==> config.mk <==
export PLATFORM = sky130hd
export DESIGN_NAME = fourway_poller
export DESIGN_NICKNAME = d
export VERILOG_FILES = /design/src/rtl/fourway_poller.sv
export SDC_FILE = /design/constraint.sdc
export NUM_CORES = 1
export LEC_CHECK = 0
export BUFFER_PORTS_ARGS = -buffer_cell sky130_fd_sc_hd__buf_2
export CAP_MARGIN = 20
export CORE_ASPECT_RATIO = 0.8
export CORE_MARGIN = 2
export CORE_UTILIZATION = 30
export CTS_CLUSTER_SIZE = 20
export DETAILED_ROUTE_END_ITERATION = 16
export GPL_TIMING_DRIVEN = 1
export MAX_ROUTING_LAYER = met4
export SLEW_MARGIN = 20
export SYNTH_ARGS = -nofsm -noshare
export SYNTH_HDL_FRONTEND = slang
export SYNTH_SLANG_ARGS = --single-unit
==> constraint.sdc <==
create_clock -name clk_i -period 8 [get_ports clk_i]
set_clock_uncertainty 0.05 [all_clocks]
set_input_delay 0.4 -clock clk_i [delete_from_list [all_inputs] [get_ports clk_i]]
set_output_delay 0.4 -clock clk_i [all_outputs]
set_load 0.1 [all_outputs]
==> src/rtl/fourway_poller.sv <==
`default_nettype none
// ============================================================================
// Module   : fourway_poller
// Purpose  : Host-side scan sequencer for the 4-way multitap adapter. It
//            drives the port2 player select and the port1 TH line the same
//            way the console BIOS does, reads the ID slot and then all four
//            pads, and publishes decoded active-high button words
//            atomically once per poll.
// Ports    : clk_i          system clock
//            reset_i        asynchronous active-high reset
//            start_i        poll request pulse (ignored while busy/cooling)
//            six_en_i       1 = 6-button TH sequence, 0 = 3-button
//            port1_in_o     to adapter port1_in  (bit6 = TH)
//            port1_dir_o    to adapter port1_dir (1 = released)
//            port1_out_i    from adapter port1_out, active-low pad data
//            port2_in_o     to adapter port2_in  (select [6:4], strobe [1:0])
//            port2_dir_o    to adapter port2_dir
//            present_o      ID slot returned 4'hC on last poll
//            pads_o         4x12 button words {Z,Y,X,MODE,START,C,B,A,R,L,D,U}
//            six_o          per-player 6-button detected on last poll
//            valid_o        one-cycle pulse: pads/six/present updated
//            busy_o         poll in progress
// Revision : 1.0 - initial release
// ============================================================================
module fourway_poller #(
  parameter int SETTLE = 8,
  parameter int GAP    = 100000
) (
  input  logic        clk_i,
  input  logic        reset_i,
  input  logic        start_i,
  input  logic        six_en_i,
  output logic [6:0]  port1_in_o,
  output logic [6:0]  port1_dir_o,
  input  logic [6:0]  port1_out_i,
  output logic [6:0]  port2_in_o,
  output logic [6:0]  port2_dir_o,
  output logic        present_o,
  output logic [47:0] pads_o,
  output logic [3:0]  six_o,
  output logic        valid_o,
  output logic        busy_o
);

  localparam int CYC_W = (SETTLE > 1) ? $clog2(SETTLE) : 1;
  localparam int GAP_W = (GAP > 0) ? $clog2(GAP + 1) : 1;

  typedef enum logic [2:0] {
    S_IDLE   = 3'd0,
    S_ID     = 3'd1,
    S_PLAYER = 3'd2,
    S_DONE   = 3'd3,
    S_COOL   = 3'd4
  } state_e;

  state_e             state_q;
  logic [CYC_W-1:0]   cyc_q;
  logic [GAP_W-1:0]   cool_q;
  logic [1:0]         player_q;
  logic [3:0]         step_q;
  logic               six_mode_q;
  logic [47:0]        sh_pads_q;
  logic [3:0]         sh_six_q;
  logic               sh_present_q;
  logic [6:0]         p1_in_q, p1_dir_q, p2_in_q, p2_dir_q;
  logic [47:0]        pads_q;
  logic [3:0]         six_q;
  logic               present_q, valid_q, busy_q;

  logic               hold_done;
  logic               id_ok;
  logic [3:0]         last_step;
  logic [1:0]         next_player;
  logic [11:0]        word_d;
  logic               six_bit_d;
  logic               w_unused_p1_bit6;

  // Pad data lives on [5:0]; the ID nibble on [3:0]. Bit 6 carries nothing.
  assign w_unused_p1_bit6 = port1_out_i[6];

  assign hold_done   = (cyc_q == CYC_W'(SETTLE - 1));
  assign id_ok       = (port1_out_i[3:0] == 4'hC);
  assign last_step   = six_mode_q ? 4'd8 : 4'd2;
  assign next_player = player_q + 2'd1;

  // Merge the current sample into the shadow word of the player being scanned.
  // Steps without a decode entry leave the word untouched.
  always_comb begin
    word_d    = sh_pads_q[12*player_q +: 12];
    six_bit_d = sh_six_q[player_q];
    case (step_q)
      4'd0: begin                       // TH high: C,B,R,L,D,U
        word_d[6:5] = ~port1_out_i[5:4];
        word_d[3:0] = ~port1_out_i[3:0];
      end
      4'd1: begin                       // TH low: START,A
        word_d[7] = ~port1_out_i[5];
        word_d[4] = ~port1_out_i[4];
      end
      4'd5: six_bit_d = (port1_out_i[3:0] == 4'h0);
      4'd6: if (sh_six_q[player_q]) begin   // extra buttons only on a 6-btn pad
        word_d[8]  = ~port1_out_i[3];   // MODE
        word_d[9]  = ~port1_out_i[2];   // X
        word_d[10] = ~port1_out_i[1];   // Y
        word_d[11] = ~port1_out_i[0];   // Z
      end
      default: ;
    endcase
  end

  always_ff @(posedge clk_i or posedge reset_i) begin
    if (reset_i) begin
      state_q      <= S_IDLE;
      cyc_q        <= '0;
      cool_q       <= '0;
      player_q     <= 2'd0;
      step_q       <= 4'd0;
      six_mode_q   <= 1'b0;
      sh_pads_q    <= '0;
      sh_six_q     <= 4'd0;
      sh_present_q <= 1'b0;
      p1_in_q      <= 7'h7F;
      p1_dir_q     <= 7'h7F;
      p2_in_q      <= 7'h7F;
      p2_dir_q     <= 7'h7F;
      pads_q       <= '0;
      six_q        <= 4'd0;
      present_q    <= 1'b0;
      valid_q      <= 1'b0;
      busy_q       <= 1'b0;
    end else begin
      valid_q <= 1'b0;
      case (state_q)
        S_IDLE: begin
          if (start_i && (cool_q == '0)) begin
            six_mode_q   <= six_en_i;
            busy_q       <= 1'b1;
            cyc_q        <= '0;
            sh_pads_q    <= '0;
            sh_six_q     <= 4'd0;
            sh_present_q <= 1'b0;
            p2_dir_q     <= 7'h0C;
            p2_in_q      <= {3'd4, 4'b1100};
            p1_dir_q     <= 7'h3F;
            p1_in_q      <= {1'b1, 6'h3F};
            state_q      <= S_ID;
          end
        end

        S_ID: begin
          if (hold_done) begin
            cyc_q        <= '0;
            sh_present_q <= id_ok;
            if (id_ok) begin
              player_q <= 2'd0;
              step_q   <= 4'd0;
              p2_in_q  <= {3'd0, 4'b1100};
              state_q  <= S_PLAYER;
            end else begin
              // No adapter: skip the pads, results stay all-zero.
              p1_in_q  <= 7'h7F;
              p1_dir_q <= 7'h7F;
              p2_in_q  <= 7'h7F;
              p2_dir_q <= 7'h7F;
              state_q  <= S_DONE;
            end
          end else begin
            cyc_q <= cyc_q + 1'b1;
          end
        end

        S_PLAYER: begin
          if (hold_done) begin
            cyc_q                      <= '0;
            sh_pads_q[12*player_q +: 12] <= word_d;
            sh_six_q[player_q]         <= six_bit_d;
            if (step_q == last_step) begin
              step_q  <= 4'd0;
              p1_in_q <= {1'b1, 6'h3F};
              if (player_q == 2'd3) begin
                p1_in_q  <= 7'h7F;
                p1_dir_q <= 7'h7F;
                p2_in_q  <= 7'h7F;
                p2_dir_q <= 7'h7F;
                state_q  <= S_DONE;
              end else begin
                player_q <= next_player;
                p2_in_q  <= {1'b0, next_player, 4'b1100};
              end
            end else begin
              step_q  <= step_q + 4'd1;
              // TH alternates H,L,H,...: the next step is high when this one is odd.
              p1_in_q <= {step_q[0], 6'h3F};
            end
          end else begin
            cyc_q <= cyc_q + 1'b1;
          end
        end

        S_DONE: begin
          pads_q    <= sh_pads_q;
          six_q     <= sh_six_q;
          present_q <= sh_present_q;
          valid_q   <= 1'b1;
          busy_q    <= 1'b0;
          cool_q    <= GAP_W'(GAP);
          state_q   <= S_COOL;
        end

        S_COOL: begin
          if (cool_q <= GAP_W'(1)) begin
            cool_q  <= '0;
            state_q <= S_IDLE;
          end else begin
            cool_q <= cool_q - 1'b1;
          end
        end

        default: state_q <= S_IDLE;
      endcase
    end
  end

  assign port1_in_o  = p1_in_q;
  assign port1_dir_o = p1_dir_q;
  assign port2_in_o  = p2_in_q;
  assign port2_dir_o = p2_dir_q;
  assign pads_o      = pads_q;
  assign six_o       = six_q;
  assign present_o   = present_q;
  assign valid_o     = valid_q;
  assign busy_o      = busy_q;

endmodule
`default_nettype wire
### Word-level counts from Yosys, hierarchy flattened

Cells that the tools add are included.
W data, S select, Z words.

| storage, ports and cells | value |
|---|---|
| memories | 0 |
| latch bits | 0 |
| word-level logic and storage cells | 153 |
| bits in registers | 166 |
| memory bits (writable) | 0 |
| ROM bits | 0 |
| output and inout port bits | 83 |

| cells by class | value |
|---|---|
| divide/modulo/power cells | 0 |
| multiplexer cells | 70 |
| bitwise logic cells | 8 |
| order comparisons | 3 |
| $add $sub $neg | 5 |
| equal/unequal tests | 20 |
| multiply operators | 1 |
| reduce and logical (&&, ||, !) cells | 25 |
| shift-type cells | 3 |

Operators with widths:

| cell | number |
|---|---|
| $mux W7 | 16 |
| $mux W48 | 2 |
| $pmux W48 S2 | 1 |
| $pmux W7 S3 | 4 |
| $bwmux W48 | 1 |
| $shift A12 B34 Y48 const A | 1 |
| $shiftx A12 B34 Y48 | 1 |
| $shiftx A48 B7 Y12 | 1 |
| $mux W4 | 10 |
| $neg A6 Y34 | 1 |
| $pmux W17 S2 | 1 |
| $mux W3 | 8 |
| $ne A2 B2 Y1 const B | 9 |
| $le A17 B1 Y1 const B | 1 |
| $logic_not A17 Y1 | 1 |
| $mux W17 | 1 |
| $sub A17 B1 Y17 const B | 1 |
| $pmux W4 S2 | 2 |
| $pmux W3 S5 | 1 |
| $mux W2 | 6 |
| $reduce_and A6 Y1 | 2 |
| $reduce_bool A2 Y1 | 6 |
| $mux W1 | 10 |
| $reduce_and A5 Y1 | 2 |
| 32 further kinds | 46 |

### Longest topological paths before layout

| depth | value |
|---|---|
| depth after elaboration | 8 |
| mapped depth | 10 |
| depth with buffers taken out | 7 |

### Worst setup path after synthesis

Ideal clock, no wire load.

| timing | value |
|---|---|
| kind | reg2reg |
| from | reg player_q[0] |
| to | reg sh_pads_q[32] |
| data required time | 7.860 ns |
| arrival time | 2.474 ns |
| path slack | 5.385 ns |
| stages on the path, launching flop included | 11 |
| buffers on the path | 3 |
| clock period less this slack | 2.615 ns |
| setup time | 0.090 ns |
| cell sequence | dfrtp_1 -> buf_2 -> inv_1 -> clkbuf_1 -> ha_1 -> clkbuf_1 -> nor2b_1 -> nand2_1 -> nor2_1 -> nand2_1 -> o221ai_1 |

| on the way | value |
|---|---|
| longest elaborated chain between the ends | 8 |
| elaborated cells on any way between the ends | 16 |
| those cells by class | add/sub (1); mul (1); shift (3); mux (11) |

RTL lines:

| element | line | source |
|---|---|---|
| from (decl) | 59 | `logic [1:0] player_q;` |
| from (signal assigned) | 187 | `player_q <= next_player;` |
| $mul A2 B2 Y4 or $bmux W1 S2 (tied branches) | 89, 175, 101 |  |
| $shiftx A48 B7 Y12 or $mux W1 (tied branches) | 89, 101 |  |
| $mux W4 | 101 | `4'd6: if (sh_six_q[player_q]) begin` |
| $mux W4 | 91 | `case (step_q)` |
| $shiftx A12 B34 Y48 | 175 | `sh_pads_q[12*player_q +: 12] <= word_d;` |
| $bwmux W48 * | 175 |  |
| $mux W48 * | 173 | `if (hold_done) begin` |
| $pmux W48 S2 * | 133 | `case (state_q)` |
| to (signal, indexed assignment) | 175 |  |
| to (decl) | 62 | `logic [47:0] sh_pads_q;` |

Every way passes the cells marked *; elsewhere a longest branch is shown, timed or not. The select of a mux whose other input is x is not followed.
A chain may end at the register's enable or synchronous reset.

### Final worst setup path

| timing | value |
|---|---|
| from | reg player_q[1] |
| to | reg sh_pads_q[33] |

The elaborated chain is that of the path after synthesis.

==> impl_metrics.csv <==
group,metric,value,unit
run_status,status,"complete, no violations",
finish,final-seq-area,3611,sq um
detailed_routing,viasPerCell,5.117,
clock_network,root_buffer,"clkbuf_16",
sta,fin_hold_ws,0.04783,ns
global_route,grtUsageMet2,22.02,%
yosys,synth_warnings,0,
pwr,total_power,1.967,mW
place,dpl.hpwl,15.08,mm
detailed_routing,vias,6059,
sta,worstMarginPinSlew,1.067,ns
sta,fin_crit_sh,37.78,%
global_route,overflow,0,
global_route,top_usage_layer,"met1",
floorplan,io_pins,94,
global_route,grt_max_degree,84,
hold_path,hold_class,"in -> async",
yosys,ys_ff_latch,144,
yosys,ys_seq_area_share,49.00,%
finish,multi_input_area,3407,sq um
detailed_routing,drt-pass1-iter-count,5,
clock_network,cts_tree,"yes",
yosys,synth_compound_area_share,13.07,%
clock_network,cts_sinks,144,
detailed_routing,drt_iter0_markers,872,
global_route,antenna_found_initial,1,
yosys,synthFlopType,"dfrtp_1",
clock_network,clkSlewWorstSetupHoldPaths,0.06,ns
floorplan,dieWidth,179.2,microns
sta,relSlewSlack,28.90,%
floorplan,start_util,30.39,%
yosys,synth_simple_gate_area_share,21.95,%
yosys,synth_top_area_cell,"dfrtp_1",
place,portBuffers,76,
finish,nets,878,
global_route,gr-usage-met3,5.494,%
job,drv_cap,0,
yosys,synth_xor_area_share,0.3565,%
sta,setup_viol,0,
place,dp_cells,1152,
yosys,synth.most_common_cell,"nand2_1",
sta,max_freq,330.8,MHz
clock_network,ctsResizeCount,0,
sta,setup_slack,4.977,ns
yosys,synth_cell_type_count,62,
global_route,grt_pass1_wl,33.11,mm
global_route,grtUsageMet1,26.45,%
yosys,synth_top_family_by_area,"simple AND/OR/NAND/NOR gates",
clock_network,post_cts.repair.setup_buffers,0,
yosys,synthArstFlopShare,100.0,%
place,dp_worst_setup_slack,5.069,ns
finish,n_fill_cell,2511,
critical_path,rrSetupSlack,4.98,ns
detailed_routing,drc,0,
yosys,synth_edf_count,0,
critical_path,worst_setup_path_end_kind,"flop",
critical_path,setup.worst_path.start,"player_q[1]$_DFFE_PP0P_",
detailed_routing,ant_nets,0,
critical_path,start_kind,"flop",
yosys,synthMuxAreaShare,7.453,%
sta,rsz0062_at_grt,"false",
sta,setup_tns,0,ns
pwr,peakVddDrop,0.1393,mV
critical_path,reg2regPathDepth,8,
clock_network,htreeDepth,4,
yosys,synth_cells,800,
finish,drive_gt1_share,17.23,%
yosys,avgSynthCellArea,9.212,sq um
finish,final_cells,1184,
sta,drv_slew,0,
global_route,grtUsageTotal,17.50,%
critical_path,path_max_fanout,27,
detailed_routing,routed_wl,21.33,mm
sta,min_period,3.023,ns
yosys,synth_fa_ha_area_share,2.377,%
critical_path,cp_data_arrival_time,3.30,ns
pwr,p_per_area,229.3,nW/um^2
detailed_routing,wire_per_inst,18.01,microns
sta,finalHoldViolations,0,
critical_path,path_class,"reg -> reg",
clock_network,cts-hold-fix-buffers,0,
place,gp_congestion,0.9307,
floorplan,die_area,25840,sq um
finish,areaGrowthSynthToFinish,16.42,%
critical_path,r2r_end,"sh_pads_q[33]$_DFFE_PP0P_",
pwr,leakagePower,4.195,nW
clock_network,clockBufferDepth,2,
yosys,netlist.area_leader.share,46.86,%
critical_path,cp.required,8.28,ns
clock_network,numCtsBuffers,17,
clock_network,clock_latency,0.42,ns
floorplan,die_h,144.2,microns
yosys,synth.top_cells.by_area,"dfrtp_1 47%, nand2_1 12%, mux2i_1 3.5%",
critical_path,setup.worst_path.end,"sh_pads_q[33]$_DFFE_PP0P_",
yosys,synth_common_cells,"237 x nand2_1, 138 x dfrtp_1, 52 x o21ai_0, 37 x nor2_1, 27 x clkbuf_1",
critical_path,rr_startpoint,"player_q[1]$_DFFE_PP0P_",
global_route,first_global_vias,5692,
yosys,syn-cell-area,7370,sq um
floorplan,core-area,24250,sq um
floorplan,row_count,51,
how the worst min path moves through the flow:
stage               slack [ns]                   endpoint                 startpoint  cells past startpoint
detailed placement        0.40  port2_in_o[6]$_DFFE_PP1P_  port2_in_o[6]$_DFFE_PP1P_                      2
floorplan                 0.39     cool_q[15]$_DFFE_PP0P_     cool_q[15]$_DFFE_PP0P_                      1
global placement          0.40  port2_in_o[6]$_DFFE_PP1P_  port2_in_o[6]$_DFFE_PP1P_                      2
CTS                       0.10         busy_o$_DFFE_PP0P_                    reset_i                      2
finish                    0.05         busy_o$_DFFE_PP0P_                    reset_i                      2
global route              0.12     cool_q[10]$_DFFE_PP0P_                    reset_i                      2
metrics by stage:
| stage | util (%) | area, sq um |
|---|---|---|
| after floorplan | - | 7426 |
| after global routing | 35.38 | 8579 |
| final | 35.38 | 8579 |
| after CTS | 35.33 | 8566 |
| after detailed placement | 32.64 | 7914 |
| after global placement | 32.62 | 7910 |
where the power goes:
group / total (mW) / switching [mW] / leakage [nW] / internal (mW)
clock network: 0.884 / 0.308 / 0.319 / 0.576
logic: 0.261 / 0.199 / 2.07 / 0.0624
registers: 0.822 / 0.0526 / 1.81 / 0.769
total: 1.97 / 0.559 / 4.19 / 1.41
cell usage in the layout, fill, tap and decap left out, drive strengths merged, types with 3 or more instances in the layout:
cell,n
o221ai,5
a221o,6
nor4,5
nand3,20
a31oi,10
a22o,11
o21ai,52
a32o,6
or3,4
o211ai,5
a21boi,4
and3,4
or3b,4
dfstp,6
a21o,4
nand2,237
xnor2,3
clkinv,4
bufinv,5
and2,6
clkbuf,21
nand4,7
mux2,7
mux4,9
nor2b,4
nor3,19
conb,16
nor2,37
mux2i,26
inv,21
dfrtp,138
o21a,3
nand2b,3
o22a,3
a21oi,26
buf,82
ha,14
critical path: stages, from the launching register on:
cell and delay, ns:
dfrtp_1 0.32, buf_4 0.38, inv_1 0.17, ha_1 0.57, nor2b_1 0.26, nand2_1 0.12
nor2_1 0.51, nand2_1 0.26, o211ai_1 0.27
cell families (layout without fill, tap and decap cells):
group	after synthesis	after routing
other	1	17
multiplexers	42	42
flip-flops	144	144
XOR/XNOR	3	3
buffers and inverters	84	134
AO/OA/AOI/OAI	148	148
adder cells (fa/ha/maj)	14	14
AND/OR/NAND/NOR	364	364
registers in the layout (all words and copies together) (netlist names), 2 cells and up:
name,flops
six_o,4
sh_pads_q,48
cyc_q,3
cool_q,17
sh_six_q,4
port2_in_o,4
player_q,2
pads_o,48
step_q,4
state_q,3
metal layers:
layer / part of all wire, % / wire, microns
met1: 50 / 10630
met2: 39 / 8356
met3: 9.6 / 2045
met4: 1.4 / 300
met5: 0 / 0
layout make-up:
class | count | share of cell area [%]
Sequential cell | 144 | 42.09
Multi-Input combinational cell | 587 | 39.71
Clock buffer | 21 | 5.483
Timing Repair Buffer | 82 | 4.958
Tap cell | 318 | 4.638
Clock inverter | 10 | 2.115
Inverter | 21 | 0.9771
Antenna cell | 1 | 0.02917
Note: power is estimated with default switching activity, not from simulation.
